===== src/rtl/rv32_pkg.sv =====
// Shared types, opcodes and datapath select encodings for the RV32I multicycle controller.
// ILLEGAL_TRAP_EN adds the TRAP state used for unlisted opcodes.
package rv32_pkg;

  localparam int unsigned OP_W = 7;

  typedef enum logic [3:0] {
    S_FETCH,
    S_DECODE,
    S_MEMADR,
    S_MEMREAD,
    S_MEMWB,
    S_MEMWRITE,
    S_EXECR,
    S_EXECI,
    S_ALUWB,
    S_BRANCH,
    S_JAL,
    S_JALR,
    S_JLINK,
    S_LUI
`ifdef ILLEGAL_TRAP_EN
    , S_TRAP
`endif
  } mc_state_t;

  localparam logic [OP_W-1:0] OP_LOAD  = 7'b0000011;
  localparam logic [OP_W-1:0] OP_STORE = 7'b0100011;
  localparam logic [OP_W-1:0] OP_R     = 7'b0110011;
  localparam logic [OP_W-1:0] OP_B     = 7'b1100011;
  localparam logic [OP_W-1:0] OP_I     = 7'b0010011;
  localparam logic [OP_W-1:0] OP_JALR  = 7'b1100111;
  localparam logic [OP_W-1:0] OP_JAL   = 7'b1101111;
  localparam logic [OP_W-1:0] OP_AUIPC = 7'b0010111;
  localparam logic [OP_W-1:0] OP_LUI   = 7'b0110111;

  localparam logic [1:0] SRCA_PC    = 2'b00;
  localparam logic [1:0] SRCA_OLDPC = 2'b01;
  localparam logic [1:0] SRCA_RD1   = 2'b10;

  localparam logic [1:0] SRCB_RD2   = 2'b00;
  localparam logic [1:0] SRCB_IMM   = 2'b01;
  localparam logic [1:0] SRCB_FOUR  = 2'b10;

  localparam logic [1:0] RES_ALUOUT = 2'b00;
  localparam logic [1:0] RES_DATA   = 2'b01;
  localparam logic [1:0] RES_ALURES = 2'b10;
  localparam logic [1:0] RES_IMM    = 2'b11;

  localparam logic [1:0] ALUOP_ADD  = 2'b00;
  localparam logic [1:0] ALUOP_BR   = 2'b01;
  localparam logic [1:0] ALUOP_FN   = 2'b10;

  localparam logic [2:0] IMM_I = 3'b000;
  localparam logic [2:0] IMM_S = 3'b001;
  localparam logic [2:0] IMM_B = 3'b010;
  localparam logic [2:0] IMM_J = 3'b011;
  localparam logic [2:0] IMM_U = 3'b100;

  function automatic logic is_legal_op(input logic [OP_W-1:0] op);
    case (op)
      OP_LOAD, OP_STORE, OP_R, OP_B, OP_I,
      OP_JALR, OP_JAL, OP_AUIPC, OP_LUI: is_legal_op = 1'b1;
      default:                           is_legal_op = 1'b0;
    endcase
  endfunction

endpackage


===== src/rtl/mc_immsel.sv =====
// Opcode to immediate-format lookup; purely combinational and state independent.
module mc_immsel
  import rv32_pkg::*;
(
  input  logic [OP_W-1:0] op_i,
  output logic [2:0]      imm_src_o
);

  always_comb begin
    imm_src_o = IMM_I;
    case (op_i)
      OP_STORE:          imm_src_o = IMM_S;
      OP_B:              imm_src_o = IMM_B;
      OP_JAL:            imm_src_o = IMM_J;
      OP_AUIPC, OP_LUI:  imm_src_o = IMM_U;
      default:           imm_src_o = IMM_I;
    endcase
  end

endmodule


===== src/rtl/multicycle_ctrl.sv =====
// Multicycle RV32I control FSM with request/ready memory handshake.
// Define ILLEGAL_TRAP_EN to trap unlisted opcodes and raise a sticky illegal flag.
module multicycle_ctrl
  import rv32_pkg::*;
(
  input  logic            clk,
  input  logic            reset_n,
  input  logic [OP_W-1:0] op,
  input  logic            branch_taken,
  input  logic            mem_ready,
  output logic            mem_req,
  output logic            MemWrite,
  output logic            AdrSrc,
  output logic            IRWrite,
  output logic            PCWrite,
  output logic            RegWrite,
  output logic [1:0]      ResultSrc,
  output logic [1:0]      ALUSrcA,
  output logic [1:0]      ALUSrcB,
  output logic [1:0]      ALUOp,
  output logic [2:0]      ImmSrc,
  output logic            instr_done,
  output logic            illegal
);

  mc_state_t state_q, state_d;

  mc_immsel u_immsel (
    .op_i      (op),
    .imm_src_o (ImmSrc)
  );

  always_ff @(posedge clk or negedge reset_n) begin
    if (!reset_n) state_q <= S_FETCH;
    else          state_q <= state_d;
  end

`ifdef ILLEGAL_TRAP_EN
  logic illegal_q, illegal_d;

  always_comb begin
    illegal_d = illegal_q;
    if (state_q == S_DECODE && !is_legal_op(op)) illegal_d = 1'b1;
  end

  always_ff @(posedge clk or negedge reset_n) begin
    if (!reset_n) illegal_q <= 1'b0;
    else          illegal_q <= illegal_d;
  end

  assign illegal = illegal_q;
`else
  assign illegal = 1'b0;
`endif

  always_comb begin
    state_d = state_q;
    case (state_q)
      S_FETCH:    if (mem_ready) state_d = S_DECODE;
      S_DECODE: begin
        case (op)
          OP_LOAD, OP_STORE: state_d = S_MEMADR;
          OP_R:              state_d = S_EXECR;
          OP_I:              state_d = S_EXECI;
          OP_B:              state_d = S_BRANCH;
          OP_JAL:            state_d = S_JAL;
          OP_JALR:           state_d = S_JALR;
          OP_AUIPC:          state_d = S_ALUWB;
          OP_LUI:            state_d = S_LUI;
`ifdef ILLEGAL_TRAP_EN
          default:           state_d = S_TRAP;
`else
          default:           state_d = S_FETCH;
`endif
        endcase
      end
      S_MEMADR:   state_d = (op == OP_STORE) ? S_MEMWRITE : S_MEMREAD;
      S_MEMREAD:  if (mem_ready) state_d = S_MEMWB;
      S_MEMWRITE: if (mem_ready) state_d = S_FETCH;
      S_EXECR,
      S_EXECI,
      S_JAL:      state_d = S_ALUWB;
      S_JALR:     state_d = S_JLINK;
`ifdef ILLEGAL_TRAP_EN
      S_TRAP:     state_d = S_TRAP;
`endif
      default:    state_d = S_FETCH;
    endcase
  end

  // Per-state datapath controls; strobes are masked while reset is held.
  always_comb begin
    mem_req    = 1'b0;
    MemWrite   = 1'b0;
    AdrSrc     = 1'b0;
    IRWrite    = 1'b0;
    PCWrite    = 1'b0;
    RegWrite   = 1'b0;
    instr_done = 1'b0;
    ResultSrc  = RES_ALUOUT;
    ALUSrcA    = SRCA_PC;
    ALUSrcB    = SRCB_RD2;
    ALUOp      = ALUOP_ADD;
    case (state_q)
      S_FETCH: begin
        mem_req   = 1'b1;
        ALUSrcB   = SRCB_FOUR;
        ResultSrc = RES_ALURES;
        IRWrite   = mem_ready;
        PCWrite   = mem_ready;
      end
      S_DECODE: begin
        ALUSrcA = SRCA_OLDPC;
        ALUSrcB = SRCB_IMM;
`ifndef ILLEGAL_TRAP_EN
        instr_done = !is_legal_op(op);
`endif
      end
      S_MEMADR: begin
        ALUSrcA = SRCA_RD1;
        ALUSrcB = SRCB_IMM;
      end
      S_MEMREAD: begin
        AdrSrc  = 1'b1;
        mem_req = 1'b1;
      end
      S_MEMWB: begin
        ResultSrc  = RES_DATA;
        RegWrite   = 1'b1;
        instr_done = 1'b1;
      end
      S_MEMWRITE: begin
        AdrSrc     = 1'b1;
        mem_req    = 1'b1;
        MemWrite   = 1'b1;
        instr_done = mem_ready;
      end
      S_EXECR: begin
        ALUSrcA = SRCA_RD1;
        ALUOp   = ALUOP_FN;
      end
      S_EXECI: begin
        ALUSrcA = SRCA_RD1;
        ALUSrcB = SRCB_IMM;
        ALUOp   = ALUOP_FN;
      end
      S_ALUWB: begin
        RegWrite   = 1'b1;
        instr_done = 1'b1;
      end
      S_BRANCH: begin
        ALUSrcA    = SRCA_RD1;
        ALUOp      = ALUOP_BR;
        PCWrite    = branch_taken;
        instr_done = 1'b1;
      end
      S_JAL: begin
        PCWrite = 1'b1;
        ALUSrcA = SRCA_OLDPC;
        ALUSrcB = SRCB_FOUR;
      end
      S_JALR: begin
        ALUSrcA   = SRCA_RD1;
        ALUSrcB   = SRCB_IMM;
        ResultSrc = RES_ALURES;
        PCWrite   = 1'b1;
      end
      S_JLINK: begin
        ALUSrcA    = SRCA_OLDPC;
        ALUSrcB    = SRCB_FOUR;
        ResultSrc  = RES_ALURES;
        RegWrite   = 1'b1;
        instr_done = 1'b1;
      end
      S_LUI: begin
        ResultSrc  = RES_IMM;
        RegWrite   = 1'b1;
        instr_done = 1'b1;
      end
      default: ;
    endcase
    if (!reset_n) begin
      mem_req    = 1'b0;
      MemWrite   = 1'b0;
      IRWrite    = 1'b0;
      PCWrite    = 1'b0;
      RegWrite   = 1'b0;
      instr_done = 1'b0;
    end
  end

endmodule

===== config.mk =====
export PLATFORM = sky130hd
export DESIGN_NAME = multicycle_ctrl
export DESIGN_NICKNAME = d
export VERILOG_FILES = /design/src/rtl/rv32_pkg.sv /design/src/rtl/mc_immsel.sv /design/src/rtl/multicycle_ctrl.sv
export SDC_FILE = /design/constraint.sdc
export NUM_CORES = 1
export LEC_CHECK = 0
export ABC_CLOCK_PERIOD_IN_PS = 2200
export BUFFER_PORTS_ARGS = -buffer_cell sky130_fd_sc_hd__buf_2
export CORE_MARGIN = 5
export CORE_UTILIZATION = 30
export CTS_BUF_LIST = sky130_fd_sc_hd__clkbuf_2 sky130_fd_sc_hd__clkbuf_4 sky130_fd_sc_hd__clkbuf_8
export CTS_CLUSTER_SIZE = 14
export DETAILED_ROUTE_END_ITERATION = 10
export HOLD_SLACK_MARGIN = 0.06
export SYNTH_ARGS = -nofsm -noshare
export SYNTH_HDL_FRONTEND = slang
export SYNTH_SLANG_ARGS = --single-unit

===== constraint.sdc =====
create_clock -name clk -period 2.2 [get_ports clk]
set_clock_uncertainty 0.2 [all_clocks]
set_input_delay 0.44 -clock clk [delete_from_list [all_inputs] [get_ports clk]]
set_output_delay 0.44 -clock clk [all_outputs]
set_load 0.02 [all_outputs]

* Word-level counts from Yosys, hierarchy flattened
Cells that the tools add are included.
** Storage, ports and cells
- Word-level logic and storage cells :: 70
- Register bits :: 4
- Input bits :: 11
** Operators by class
- Eq/ne operators :: 25
- Muxes and demuxes :: 26
- Reductions and logical operators :: 18
** Operators by type and width (number)
- case mux 4 bit (8 select lines) :: 1
- case mux 4 bit (7 select lines) :: 1
- == test 4 bit, second input constant :: 6
- == test 7 x 6 -> 1 bit, second input constant :: 3
- == test 7 bit, second input constant :: 3
- == test 4 x 3 -> 1 bit, second input constant :: 4
- OR reduction 3 bit :: 5
- == test 7 x 5 -> 1 bit, second input constant :: 2
- 2-to-1 mux 1 bit :: 13
- 2-to-1 mux 4 bit :: 3
- case mux 2 bit (2 select lines) :: 3
- case mux 3 bit (4 select lines) :: 1
- OR reduction 2 bit :: 5
- OR reduction 5 bit :: 2
- OR reduction 9 bit :: 1
- == test 4 x 2 -> 1 bit, second input constant :: 2
- OR reduction 4 bit :: 2
- == test 7 x 2 -> 1 bit, second input constant :: 1
- != test 2 bit, second input constant :: 3
- case mux 1 bit (3 select lines) :: 2
- case mux 2 bit (3 select lines) :: 1
- == test 4 x 1 -> 1 bit, second input constant :: 1
- zero test 4 bit :: 1
- 2-to-1 mux 3 bit :: 1
- other kinds (2) :: 2

* Depth between registers and ports, before layout
- Word-level depth :: 7
- Mapped depth :: 5
- Depth with buffers taken out :: 4

* Hierarchy
A second synthesis with hierarchy kept.
** Unflattened totals
- Cells, all modules :: 102
- Area total of the unflattened synthesis :: 730.7 µm²
** By module, submodules not included
- multicycle_ctrl :: area each 669.4 µm², times used 1, cells each 94, seq. area each 100.1 µm²
- mc_immsel :: area each 61.3 µm², times used 1, cells each 8, seq. area each 0.0 µm²

* Worst setup path before layout
OpenSTA, ideal clock, no wires.
- Path kind :: in2out
- Start point :: in op[2]
- End point :: out ImmSrc[0]
- Required time :: 1560 ps
- Stages on the path :: 3
- Arrival :: 1481 ps
- Buffers on the path :: 1
- Setup slack :: 79 ps
- Cells stage by stage :: buf_6 or3_1 a211oi_1
** Between the ends
- Word-level cells in the longest chain between the ends :: 3
- Elaborated cells on any way between the ends :: 7
** RTL lines
- start: declaration :: line multicycle_ctrl.sv:8 : input logic [OP_W-1:0] op,
- == test 7 x 5 -> 1 bit or == test 7 x 6 -> 1 bit (tied branches) :: line mc_immsel.sv:11 : case (op_i)
- OR reduction 2 bit :: line mc_immsel.sv:11
- case mux 3 bit (4 select lines) * :: line mc_immsel.sv:11
- end: declaration :: line multicycle_ctrl.sv:21 : output logic [2:0] ImmSrc,
Mark *: on every way between the ends. The rest lies on a longest branch, timed or not.

* Final worst setup path
- Start point :: reg state_q[2]
- End point :: out mem_req
** Between the ends
- Word-level cells in the longest chain between the ends :: 4
- Elaborated cells on any way between the ends :: 6
** RTL lines
- start: declaration :: line multicycle_ctrl.sv:26 : mc_state_t state_q, state_d;
- start signal: assignment :: line multicycle_ctrl.sv:35 : else state_q <= state_d;
- == test 4 x 3 -> 1 bit (tied with other cells) :: line multicycle_ctrl.sv:104 : case (state_q)
- OR reduction 3 bit (no line) *
- 2-to-1 mux 1 bit * :: line multicycle_ctrl.sv:104
- 2-to-1 mux 1 bit * :: line multicycle_ctrl.sv:182 : if (!reset_n) begin
- end: declaration :: line multicycle_ctrl.sv:11 : output logic mem_req,
Marked as above.

==> results.sh <==
export IMPL_dp_hpwl_um=1700
export IMPL_start_util_pct=31.1
export IMPL_clkTransAtPathRegs_ns=0.04
export IMPL_setup_viol=0
export IMPL_status="finished, final reports clean"
export IMPL_drv_slew=0
export IMPL_reg_top3="state_q x4"
export IMPL_drv_cap=0
export IMPL_antenna_found_initial=0
export IMPL_synthMostInstantiatedCell="nand2_1"
export IMPL_hold_depth=3
export IMPL_fin_crit_ns=2.13
export IMPL_cp_max_fo=7
export IMPL_yosysSeqAreaShare_pct=13.0
export IMPL_synth_top_cell_area_share_pct=13.0
export IMPL_vdd_drop_max_mv=0.180
export IMPL_rsz0062_at_grt="true"
export IMPL_pwr_share_comb_pct=46.4
export IMPL_synth_area_leader_cell="dfrtp_1"
export IMPL_switchingPower_mw=0.117
export IMPL_worstPathArrival_ns=1.49
export IMPL_grt_pass1_vias=822
export IMPL_ff2ff_path_depth=5
export IMPL_wl_per_cell_um=12.7
export IMPL_async_flop_share_pct=100
export IMPL_synth_cells=110
export IMPL_drt_initial_drc_count=55
export IMPL_p_leak_nw=0.499
export IMPL_ys_top_cells_by_area="dfrtp_1 13%, nand2_1 7.3%, a21oi_1 5.2%"
export IMPL_end_kind="output port"
export IMPL_dieHeight_um=60.7
export IMPL_h_tree_depth=1
export IMPL_seq_area_um2=104
export IMPL_vias=942
export IMPL_cts_tree="built"
export IMPL_track_usage_pct=12.8
export IMPL_pwr_share_seq_pct=25.2
export IMPL_diodes=0
export IMPL_criticalPathCategory="flip-flop to output port"
export IMPL_period_share_pct=96.7
export IMPL_gp_congestion=0.858
export IMPL_clkLatencyLatePin_ns=0.23
export IMPL_largest_reg_flops=4
export IMPL_ant_nets=0
export IMPL_io_buffers=28
export IMPL_std_cell_rows=18
export IMPL_fin_ws_ns=0.0729
export IMPL_p_int_mw=0.198
export IMPL_syn_nets=121
export IMPL_num_fill_cells=261
export IMPL_syn_area_per_cell_um2=7.01
export IMPL_max_freq_mhz=470
export IMPL_cts_made_buffers=3
export IMPL_clk_path_buf_depth=2
export IMPL_multi_input_area_um2=602
export IMPL_sw_frac_of_total_pct=37.1
export IMPL_start_kind="flip-flop"
export IMPL_drive_above_1_share_pct=41.4
export IMPL_grt_overflow_total=0
export IMPL_clock_sinks=4
export IMPL_syn_cell_area_um2=771
export IMPL_synth_top_flop_cell="dfrtp_1"
export IMPL_synth_common_cells="15 x nand2_1, 10 x nor2_1, 8 x a21oi_1"
export IMPL_setup_tns_final_ns=0
export IMPL_fin_nets=158
export IMPL_synth_warnings=0
export IMPL_drt_first_pass_iters=4
export IMPL_fp_coreArea_um2=2480
export IMPL_design_die_area_um2=3680
export IMPL_power_density_nw_per_um2=305
export IMPL_area_growth_pct=33.8
export IMPL_yosysUniqueCellTypes=45
export IMPL_drcViolationCount=0
export IMPL_routed_wirelength_um=2230
export IMPL_pwr_share_clk_pct=28.4
export IMPL_hold_class="input pin to flip-flop"
export IMPL_top_register="state_q"
export IMPL_vias_per_cell=5.38
export IMPL_hold_violations=0
export IMPL_cp_data_required_time_ns=1.56
export IMPL_cts_root_buf="clkbuf_4"
export IMPL_grt_max_degree=13
export IMPL_ios=30
export IMPL_synth_edf_count=0
export IMPL_dpl_worst_slack_ns=0.0781
export IMPL_grt_first_pass_wirelength_um=3660
export IMPL_die_w_um=60.7
export IMPL_ys_seq_elements=4
==> path summary, 6_finish.rpt <==
check | startpoint | to | slack, ns
max | state_q[2] | mem_req | 0.07
min | op[0] | state_q[0] | 0.38
max reg2reg | state_q[2] | state_q[2] | 0.49
min reg2reg | state_q[3] | state_q[0] | 0.57
max in group asynchronous | reset_n | state_q[3] | 1.19
min in group asynchronous | reset_n | state_q[2] | 0.43
==> power by group through the flow <==
stage | registers (mW) | clock network, mW | logic, mW
finish | 0.0793 | 0.0894 | 0.146
global route | 0.0797 | 0.101 | 0.161
CTS | 0.0793 | 0.0948 | 0.140
detailed placement | 0.0802 | 0 | 0.136
global placement | 0.0800 | 0 | 0.134
floorplan | 0.0782 | 0 | 0.0962
==> timing repair <==
action | 4_1_cts | 5_1_grt
hold buffers | 1 | 0
endpoints found under the setup margin | 2 | 7
endpoints found under the hold margin | 4 | 0
pin swaps | 0 | 1
gates cloned | 0 | 0
resized for setup | 2 | 10
setup buffers | 0 | 5
==> kinds of logic after synthesis <==
group | synth area share, %
muxes | 1.30
xor gates and xnor gates | 4.55
DFF | 13.0
other | 0.487
and+or+nand+nor | 38.8
AOI/OAI and AO/OA | 28.9
buffers and inverters | 13.0
==> cell type report <==
| class | instances | share of cell area, % |
|---|---|---|
| clock buffer | 3 | 2.18 |
| inverter | 4 | 1.70 |
| multi-input combinational | 92 | 58.4 |
| sequential | 4 | 10.1 |
| tap | 30 | 3.64 |
| timing repair buffer | 42 | 24.0 |
==> cells in the final DEF, fill, tap and decap left out, drive strengths merged, types with 3 or more instances in the layout <==
| cell type | netlist | routed |
|---|---|---|
| nor3b | 3 | 3 |
| nor2b | 5 | 5 |
| dfrtp | 4 | 4 |
| inv | 4 | 4 |
| nand3b | 3 | 3 |
| buf | 9 | 40 |
| o31ai | 3 | 3 |
| xor2 | 3 | 3 |
| o21ai | 4 | 4 |
| nor2 | 10 | 10 |
| a21oi | 9 | 9 |
| nand3 | 3 | 3 |
| nand2b | 4 | 4 |
| nand2 | 15 | 15 |
| clkbuf | 1 | 4 |
| nor3 | 4 | 4 |
==> through the flow <==
stage	utilization (%)	cells	hold WS, ns	instance area [um^2]	power [mW]
after global routing	41.6	175	0.383	1030	0.342
after global placement	37.4	166	0.0673	926	0.214
after detailed placement	37.4	166	0.0696	926	0.216
after floorplan	-	110	-0.0556	771	0.174
after CTS	39.0	170	0.380	966	0.314
final	41.6	175	0.380	1030	0.315
==> critical path: stages (launching register included) <==
cell and delay (ns):
dfrtp_2 0.45, nand2b_2 0.24, nand2_2 0.10, a21oi_1 0.07, nor3b_1 0.20, buf_2 0.20
==> layer usage <==
layer,up-vias,track usage [%],wire length (um)
met4,0,2.79,0
li1,464,-,-
met1,438,18.1,1010
met3,0,3.19,200
met5,-,0,0
met2,40,19.7,1020
Power figures use the tool's default switching activity.
